==> config.mk <==
export PLATFORM = sky130hd
export DESIGN_NAME = qspi_rx_fifo
export DESIGN_NICKNAME = d
export VERILOG_FILES = /design/src/rtl/qspi_pkg.sv /design/src/rtl/qspi_rx_fifo_ptr.sv /design/src/rtl/qspi_rx_fifo.sv
export SDC_FILE = /design/constraint.sdc
export NUM_CORES = 1
export LEC_CHECK = 0
export ABC_AREA = 1
export CAP_MARGIN = 20
export CORE_ASPECT_RATIO = 0.9
export CORE_MARGIN = 3
export CORE_UTILIZATION = 39
export DETAILED_ROUTE_END_ITERATION = 8
export HOLD_SLACK_MARGIN = 0.05
export MAX_ROUTING_LAYER = met4
export PLACE_DENSITY_LB_ADDON = 0.25
export SYNTH_ARGS = -nofsm -noshare
export SYNTH_HDL_FRONTEND = slang
export SYNTH_SLANG_ARGS = --single-unit
==> constraint.sdc <==
create_clock -name system_clk -period 2.9 [get_ports system_clk]
set_input_delay 0.29 -clock system_clk [delete_from_list [all_inputs] [get_ports system_clk]]
set_output_delay 0.29 -clock system_clk [all_outputs]
set_load 0.02 [all_outputs]
==> src/rtl/qspi_pkg.sv <==
// Shared QSPI definitions: byte width, default RX FIFO depth and the
// sequencer's lane-mode encodings.
package qspi_pkg;

  localparam int BYTE_W        = 8;
  localparam int QSPI_RX_DEPTH = 16;

  typedef enum logic [1:0] {
    QSPI_MODE_SINGLE = 2'b00,
    QSPI_MODE_DUAL   = 2'b01,
    QSPI_MODE_QUAD   = 2'b10
  } qspi_mode_e;

endpackage : qspi_pkg

==> src/rtl/qspi_rx_fifo_ptr.sv <==
// FIFO pointer with a wrap bit above the address bits; the top bit toggles
// each time the low bits roll over, which separates full from empty.
module qspi_rx_fifo_ptr #(
  parameter int ADDR_W = 4
) (
  input  logic            i_clk,
  input  logic            i_rst_n,
  input  logic            i_inc,
  input  logic            i_flush,
  output logic [ADDR_W:0] o_ptr
);

  logic [ADDR_W:0] r_ptr;

  // NOTE: sequential state is assigned with <= so every flop samples the
  // pre-edge values, regardless of the order of the always blocks.
  always_ff @(posedge i_clk or negedge i_rst_n) begin
    if (!i_rst_n) begin
      r_ptr <= '0;
    end else if (i_flush) begin
      r_ptr <= '0;
    end else if (i_inc) begin
      r_ptr <= r_ptr + 1'b1;
    end
  end

  assign o_ptr = r_ptr;

endmodule : qspi_rx_fifo_ptr

==> src/rtl/qspi_rx_fifo.sv <==
// First-word-fall-through byte FIFO behind the QSPI controller, with level,
// almost-full and sticky overflow. Define QSPI_RX_FIFO_STATS_EN for drop_count/max_level.
module qspi_rx_fifo
  import qspi_pkg::*;
#(
  parameter int DEPTH    = QSPI_RX_DEPTH,
  parameter int ADDR_W   = 4,
  parameter int AFULL_TH = 12
) (
  input  logic              system_clk,
  input  logic              system_reset_n,
  input  logic              write_req,
  input  logic [BYTE_W-1:0] data_qspi2fifo,
  input  logic              flush,
  output logic [BYTE_W-1:0] rd_data,
  output logic              rd_valid,
  input  logic              rd_ready,
  output logic [ADDR_W:0]   level,
  output logic              almost_full,
  output logic              full,
  output logic              overflow
`ifdef QSPI_RX_FIFO_STATS_EN
  ,
  output logic [15:0]       drop_count,
  output logic [ADDR_W:0]   max_level
`endif
);

  localparam logic [ADDR_W:0] DEPTH_LV = DEPTH[ADDR_W:0];
  localparam logic [ADDR_W:0] AFULL_LV = AFULL_TH[ADDR_W:0];

  logic [BYTE_W-1:0] r_mem [DEPTH];
  logic [ADDR_W:0]   r_level;
  logic              r_almost_full;
  logic              r_full;
  logic              r_overflow;

  logic [ADDR_W:0]   w_wr_ptr;
  logic [ADDR_W:0]   w_rd_ptr;
  logic              w_empty;
  logic              w_full_ptr;
  logic              w_push;
  logic              w_pop;
  logic              w_drop;
  logic [ADDR_W:0]   w_level_nxt;

  assign w_empty    = (w_wr_ptr == w_rd_ptr);
  assign w_full_ptr = (w_wr_ptr[ADDR_W-1:0] == w_rd_ptr[ADDR_W-1:0]) &&
                      (w_wr_ptr[ADDR_W] != w_rd_ptr[ADDR_W]);

  // A pop never frees space for a same-cycle write; flush swallows both.
  assign w_push = write_req & ~w_full_ptr & ~flush;
  assign w_pop  = rd_ready & ~w_empty & ~flush;
  assign w_drop = write_req & w_full_ptr & ~flush;

  assign w_level_nxt = r_level + (ADDR_W+1)'(w_push) - (ADDR_W+1)'(w_pop);

  qspi_rx_fifo_ptr #(.ADDR_W(ADDR_W)) u_wr_ptr (
    .i_clk   (system_clk),
    .i_rst_n (system_reset_n),
    .i_inc   (w_push),
    .i_flush (flush),
    .o_ptr   (w_wr_ptr)
  );

  qspi_rx_fifo_ptr #(.ADDR_W(ADDR_W)) u_rd_ptr (
    .i_clk   (system_clk),
    .i_rst_n (system_reset_n),
    .i_inc   (w_pop),
    .i_flush (flush),
    .o_ptr   (w_rd_ptr)
  );

  // NOTE: the storage array has no reset; only the pointers define what is
  // valid, so clearing it would cost a reset net on every bit for nothing.
  always_ff @(posedge system_clk) begin
    if (w_push) begin
      r_mem[w_wr_ptr[ADDR_W-1:0]] <= data_qspi2fifo;
    end
  end

  always_ff @(posedge system_clk or negedge system_reset_n) begin
    if (!system_reset_n) begin
      r_level       <= '0;
      r_almost_full <= 1'b0;
      r_full        <= 1'b0;
      r_overflow    <= 1'b0;
    end else if (flush) begin
      r_level       <= '0;
      r_almost_full <= 1'b0;
      r_full        <= 1'b0;
      r_overflow    <= 1'b0;
    end else begin
      r_level       <= w_level_nxt;
      r_almost_full <= (w_level_nxt >= AFULL_LV);
      r_full        <= (w_level_nxt == DEPTH_LV);
      if (w_drop) begin
        r_overflow <= 1'b1;
      end
    end
  end

`ifdef QSPI_RX_FIFO_STATS_EN
  logic [15:0]     r_drop_count;
  logic [ADDR_W:0] r_max_level;

  always_ff @(posedge system_clk or negedge system_reset_n) begin
    if (!system_reset_n) begin
      r_drop_count <= '0;
      r_max_level  <= '0;
    end else if (flush) begin
      r_drop_count <= '0;
      r_max_level  <= '0;
    end else begin
      if (w_drop && (r_drop_count != 16'hFFFF)) begin
        r_drop_count <= r_drop_count + 16'd1;
      end
      if (w_level_nxt > r_max_level) begin
        r_max_level <= w_level_nxt;
      end
    end
  end

  assign drop_count = r_drop_count;
  assign max_level  = r_max_level;
`endif

  // Head is forced to zero while empty so the output is defined out of reset.
  assign rd_data     = w_empty ? '0 : r_mem[w_rd_ptr[ADDR_W-1:0]];
  assign rd_valid    = ~w_empty;
  assign level       = r_level;
  assign almost_full = r_almost_full;
  assign full        = r_full;
  assign overflow    = r_overflow;

endmodule : qspi_rx_fifo
After elaboration in Yosys (flattened, before gate mapping). Memories as Yosys holds them, arrays and structs flattened. Index checks and enable logic that the tools add are counted.

Input port bits: 13. Logic and storage cells: 41. RAM bits: 128. Bits in registers: 18. Memories: 1.

Bitwise operators: 9. Add/subtract/negate cells: 4. Muxes and demuxes: 12. Reduce and logical (&&, ||, !) cells: 4. Eq/ne operators: 4. Magnitude comparators: 1.

Memory list: r_mem (words 16, bits a word 8, rd ports 1, clocked after memory_dff 0, wr ports 1, RTL line qspi_rx_fifo.sv:32) `logic [BYTE_W-1:0] r_mem [DEPTH];`.

Operator list (number): $mux W5 (5); $add A5 B1 Y5 const B (2); $mux W8 (1); $and A1 B1 Y1 (6); $mux W1 (6); $reduce_bool A2 Y1 (3); $add A5 B1 Y5 (1); $eq A5 B5 Y1 (1); $eq A5 B5 Y1 const B (1); $ge A5 B4 Y1 const B (1); $sub A5 B1 Y5 (1); $eq A4 B4 Y1 (1); $not A1 Y1 (3); $logic_and A1 B1 Y1 (1); $ne A1 B1 Y1 (1).

Longest topological paths before layout.
Depth after elaboration: 9. Depth in mapped cells: 18.

Hierarchy. A second synthesis with hierarchy kept.

Cell total of the unflattened synthesis: 706. Area, all modules: 6835.3 µm².

Modules (own cells, without submodules): qspi_rx_fifo (instances 1, sequential area each 4043.9 µm², cells each 642, area an instance 6302.3 µm²); qspi_rx_fifo_ptr (instances 2, sequential area each 125.1 µm², cells each 32, area an instance 266.5 µm²).

Worst setup path after synthesis. Ideal clock, no wire load.

Kind: register to register. Start point: register u_rd_ptr.r_ptr[1] (netlist: u_rd_ptr.o_ptr[1]). End point: register r_full (netlist: full). Stages on the path, launching flop included: 16. Slack: 355 ps. Data arrival time: 2459 ps. Path through: dfrtp_1 -> buf_4 -> inv_2 -> nand2_1 -> nand2_1 -> nor2_4 -> nand3_2 -> nand2_2 -> nor2_1 -> ha_1 -> inv_1 -> ha_1 -> fa_1 -> xor2_1 -> nand3b_1 -> nor3_1.

Longest elaborated chain between the ends: 9. Elaborated cells between the ends (all ways): 13. Classes of those cells: 2 x add/sub; 3 x eq/ne; 1 x mux; 6 x bitwise; 1 x reduce/logical.

RTL lines: start: declaration (RTL line qspi_rx_fifo_ptr.sv:13) `logic [ADDR_W:0] r_ptr;`; start signal: assignment (RTL line qspi_rx_fifo_ptr.sv:23) `r_ptr <= r_ptr + 1'b1;`; $eq A4 B4 Y1 (RTL line qspi_rx_fifo.sv:48) `assign w_full_ptr = (w_wr_ptr[ADDR_W-1:0] == w_rd_ptr[ADDR_W-1:0]) &&`; $logic_and A1 B1 Y1 (RTL line qspi_rx_fifo.sv:48); $not A1 Y1 (RTL line qspi_rx_fifo.sv:52) `assign w_push = write_req & ~w_full_ptr & ~flush;`; $and A1 B1 Y1 (2 in series) (RTL line qspi_rx_fifo.sv:52); $add A5 B1 Y5 (RTL line qspi_rx_fifo.sv:56) `assign w_level_nxt = r_level + (ADDR_W+1)'(w_push) - (ADDR_W+1)'(w_pop);`; $sub A5 B1 Y5 * (RTL line qspi_rx_fifo.sv:56); $eq A5 B5 Y1 * (RTL line qspi_rx_fifo.sv:96) `r_full <= (w_level_nxt == DEPTH_LV);`; $mux W1 * (RTL line qspi_rx_fifo.sv:88) `end else if (flush) begin`; end signal: assignment (RTL line qspi_rx_fifo.sv:96); end: declaration (RTL line qspi_rx_fifo.sv:35) `logic r_full;`.

Every way passes the cells marked *; elsewhere a longest branch is shown, timed or not. A chain may end at the register's enable or synchronous reset.

Worst setup path after layout.
Start point: register u_wr_ptr.r_ptr[0] (netlist: u_wr_ptr.o_ptr[0]). End point: output port rd_data[2].

Longest elaborated chain between the ends: 2.

RTL lines: start: declaration (RTL line qspi_rx_fifo_ptr.sv:13); start signal: assignment (RTL line qspi_rx_fifo_ptr.sv:23); $eq A5 B5 Y1 (RTL line qspi_rx_fifo.sv:47) `assign w_empty = (w_wr_ptr == w_rd_ptr);`; $mux W8 (RTL line qspi_rx_fifo.sv:129) `assign rd_data = w_empty ? '0 : r_mem[w_rd_ptr[ADDR_W-1:0]];`; end: declaration (RTL line qspi_rx_fifo.sv:15) `output logic [BYTE_W-1:0] rd_data,`.

Every way passes these cells.

==> results.md <==
* Vias in the first global route at 4897
* Relative slew slack at 42.6%
* Number of DRC markers in iteration 0 at 259
* Mapped Area at 0.00691 mm2
* Worst Tran Pin Value at 0.859 ns
* Crit-path max cell delay at 0.62 ns
* Total track usage at 17.9%
* FF-to-FF Start: u_wr_ptr.o_ptr[0]
* # IOs at 30
* Die ar. at 0.0193 mm2
* GP Congestion at 0.860
* Routed length per instance at 15.9 um
* Power Dens Cells at 668 mW/mm2
* Data arrival, critical path at 2.41 ns
* Final TNS setup at 0 ns
* Ys Warns at 0
* Post-Synthesis Cells at 713
* Clock Latency Late Sink at 0.42 ns
* Fin util at 47.8%
* DRC at 0
* Reg2reg path depth at 14
* Max cap viols at 0
* Hold crit path type: input pin to asynchronous set/reset pin
* Met1 Use GR at 23.7%
* Overall routed net length at 16000 um
* Worst-path fanout max at 14
* Final WS setup at 0.200 ns
* Placed cells at 974
* Synth top area cells: edfxtp_1 56%, nand2_1 11%, nand3_1 7.5%
* Yosys top cell area share at 55.6%
* Final Skew at 0.00819 ns
* CTS tree: yes
* R2r endpoint: full
* First-pass GRT wire length at 25900 um
* Core Rows at 45
* CP top delay family: buffers and inverters
* Final Hold Slack at 0.358 ns
* Yosys top cell by area: edfxtp_1
* Met3 usage at 4.33%
* Initial Util at 40.4%
* Post-synth ARST share at 12.3%
* Power Total at 5.47 mW
* Routed vias at 4807
* Number of diodes at 0
* Number of routed nets with antenna violations at 0
* CP most frequent cell: nand2_1
* Setup crit end kind: primary output
* Initial antenna violation count at 0
* Slowest CP cell: clkdlybuf4s50_1
* # Post-CTS Setup Buffers at 0
* RSZ-0062 raised after global routing: no
* Most Crowded Layer GR: met2
* F_max at 370 MHz
* DR pass1 iterations at 5
* Lkg Pwr at 3.60 nW
* Max VDD drop at 0.449 mV
* Netlist cell types at 33
* Share of cells above drive strength 1 at 11.2%
* CTS root buf: clkbuf_16
* Final Hold Vio Count at 0
* Mapped Nets at 737
* Met2 global-route usage at 27.6%
* Hold-fix buffers, CTS at 0
* GRT Residual Overflow at 0
* Design area at 0.00819 mm2
* Largest net degree at the start of global routing at 74
* Setup violations, final at 0
* P&R area growth vs syn at 18.5%
* Crit path cell chain: inv_1 > nand2_1 > nand2_1 > nor2_4 > nand3_2 > buf_4 > nand2_1 > nor2_1 > clkdlybuf4s50_1
* Die Width at 146 um
* Status: finished clean
* CP bufs+invs at 3
* Nets at 782
* Vias per cell at 4.78
* CTS Buffer Depth at 2
* DP Wirelength at 9820 um
* Startpoint Class: flop
* Critical path class: flop to primary output
* Tcrit/Tclk final at 93.1%
* Port bufs at 29
* Top_reg_cell synth: edfxtp_1
* Core Area at 0.0171 mm2
* Required time of the critical path at 2.61 ns
* CTS clk-pin slew, worst paths at 0.06 ns
* Clk sink count at 146
* Fin crit period at 2.70 ns
* Die Y at 132 um
* Reg2reg setup slack at 0.22 ns
* Post-synth EDFFs at 128
* Final Max Tran Viols at 0
* #FFs+latches synth at 146
* Syn avg cell area at 9.69 um2
* CTS buffer count at 17
* Post-DP Area at 0.00757 mm2
* Setup WS pre-CTS at 0.159 ns
* Sequential element share of the synthesized area at 62.2%
* CP Depth at 9
* Final std cells w/o fill at 1006
* # H-tree levels at 4
-- cells in the final DEF, fill, tap and decap left out, types with 10 or more instances in the layout --
cell,instances
nand2_1,200
edfxtp_1,128
inv_1,125
nand4_1,11
nor2_1,27
nand3_1,104
clkdlybuf4s50_1,27
ha_1,10
dfrtp_1,13
clkbuf_16,17
buf_4,26
a21oi_1,12
-- synth_stat cells (2+ instances only) --
cell type,instances
or2_0,2
or2_1,2
buf_1,2
a21oi_1,12
edfxtp_1,128
clkbuf_1,9
buf_6,2
inv_2,6
nor2_1,27
nor3_1,9
buf_4,3
or2_2,4
xnor2_1,2
nand3_1,104
nand4_1,11
ha_1,10
nand2_1,200
inv_1,125
buf_2,16
dfrtp_1,18
nand2_4,3
nand3_2,4
xor2_1,4
-- cells by family after synthesis --
group | Yosys count | synth area share, %
xor gates and xnor gates | 6 | 0.761
and+or+nand+nor | 372 | 24.3
AOI/OAI and AO/OA | 14 | 1.09
adders and majority gates | 11 | 2.10
buffers and inverters | 164 | 9.58
DFF | 146 | 62.2
-- layer usage --
layer | part of all wire [%] | vias up
met3 | 4.9 | 23
met5 | 0 | -
li1 | - | 2374
met4 | 1.8 | 0
met1 | 47 | 2279
met2 | 47 | 131
-- power by group --
group          switching (mW)  internal, mW  total [mW]
sequential             0.0390          2.34        2.38
clock                   0.923          1.29        2.22
combinational           0.547         0.331       0.878
total                    1.51          3.96        5.47
-- flip-flops by register name (all words and copies together) (netlist names) --
name and flops:
full 1, r_mem 128, u_wr_ptr.o_ptr 5, almost_full 1
level 5, u_rd_ptr.o_ptr 5, overflow 1
-- how the worst max path moves through the flow --
stage / start / to / slack [ns]
CTS: u_rd_ptr.o_ptr[1] / rd_data[1] / 0.02
global placement: u_wr_ptr.o_ptr[2] / full / 0.25
finish: u_wr_ptr.o_ptr[0] / rd_data[2] / 0.20
global route: u_wr_ptr.o_ptr[1] / full / 0.04
detailed placement: u_wr_ptr.o_ptr[2] / full / 0.16
floorplan: u_rd_ptr.o_ptr[1] / full / 0.36
-- what timing repair did --
action,in CTS,in global routing
gates resized for setup,0,8
setup endpoints to repair,0,8
hold endpoints to repair,0,0
-- area by class of cell --
type / count / area, um2
inverters: 132 / 495
repair buffers: 58 / 546
multi-input cells: 403 / 1950
clock buffers: 17 / 425
clock inverters: 15 / 173
flip-flops and latches: 146 / 4300
fillers: 1647 / 8930
well taps: 235 / 294
No activity file was read; power rests on OpenSTA's default activity.
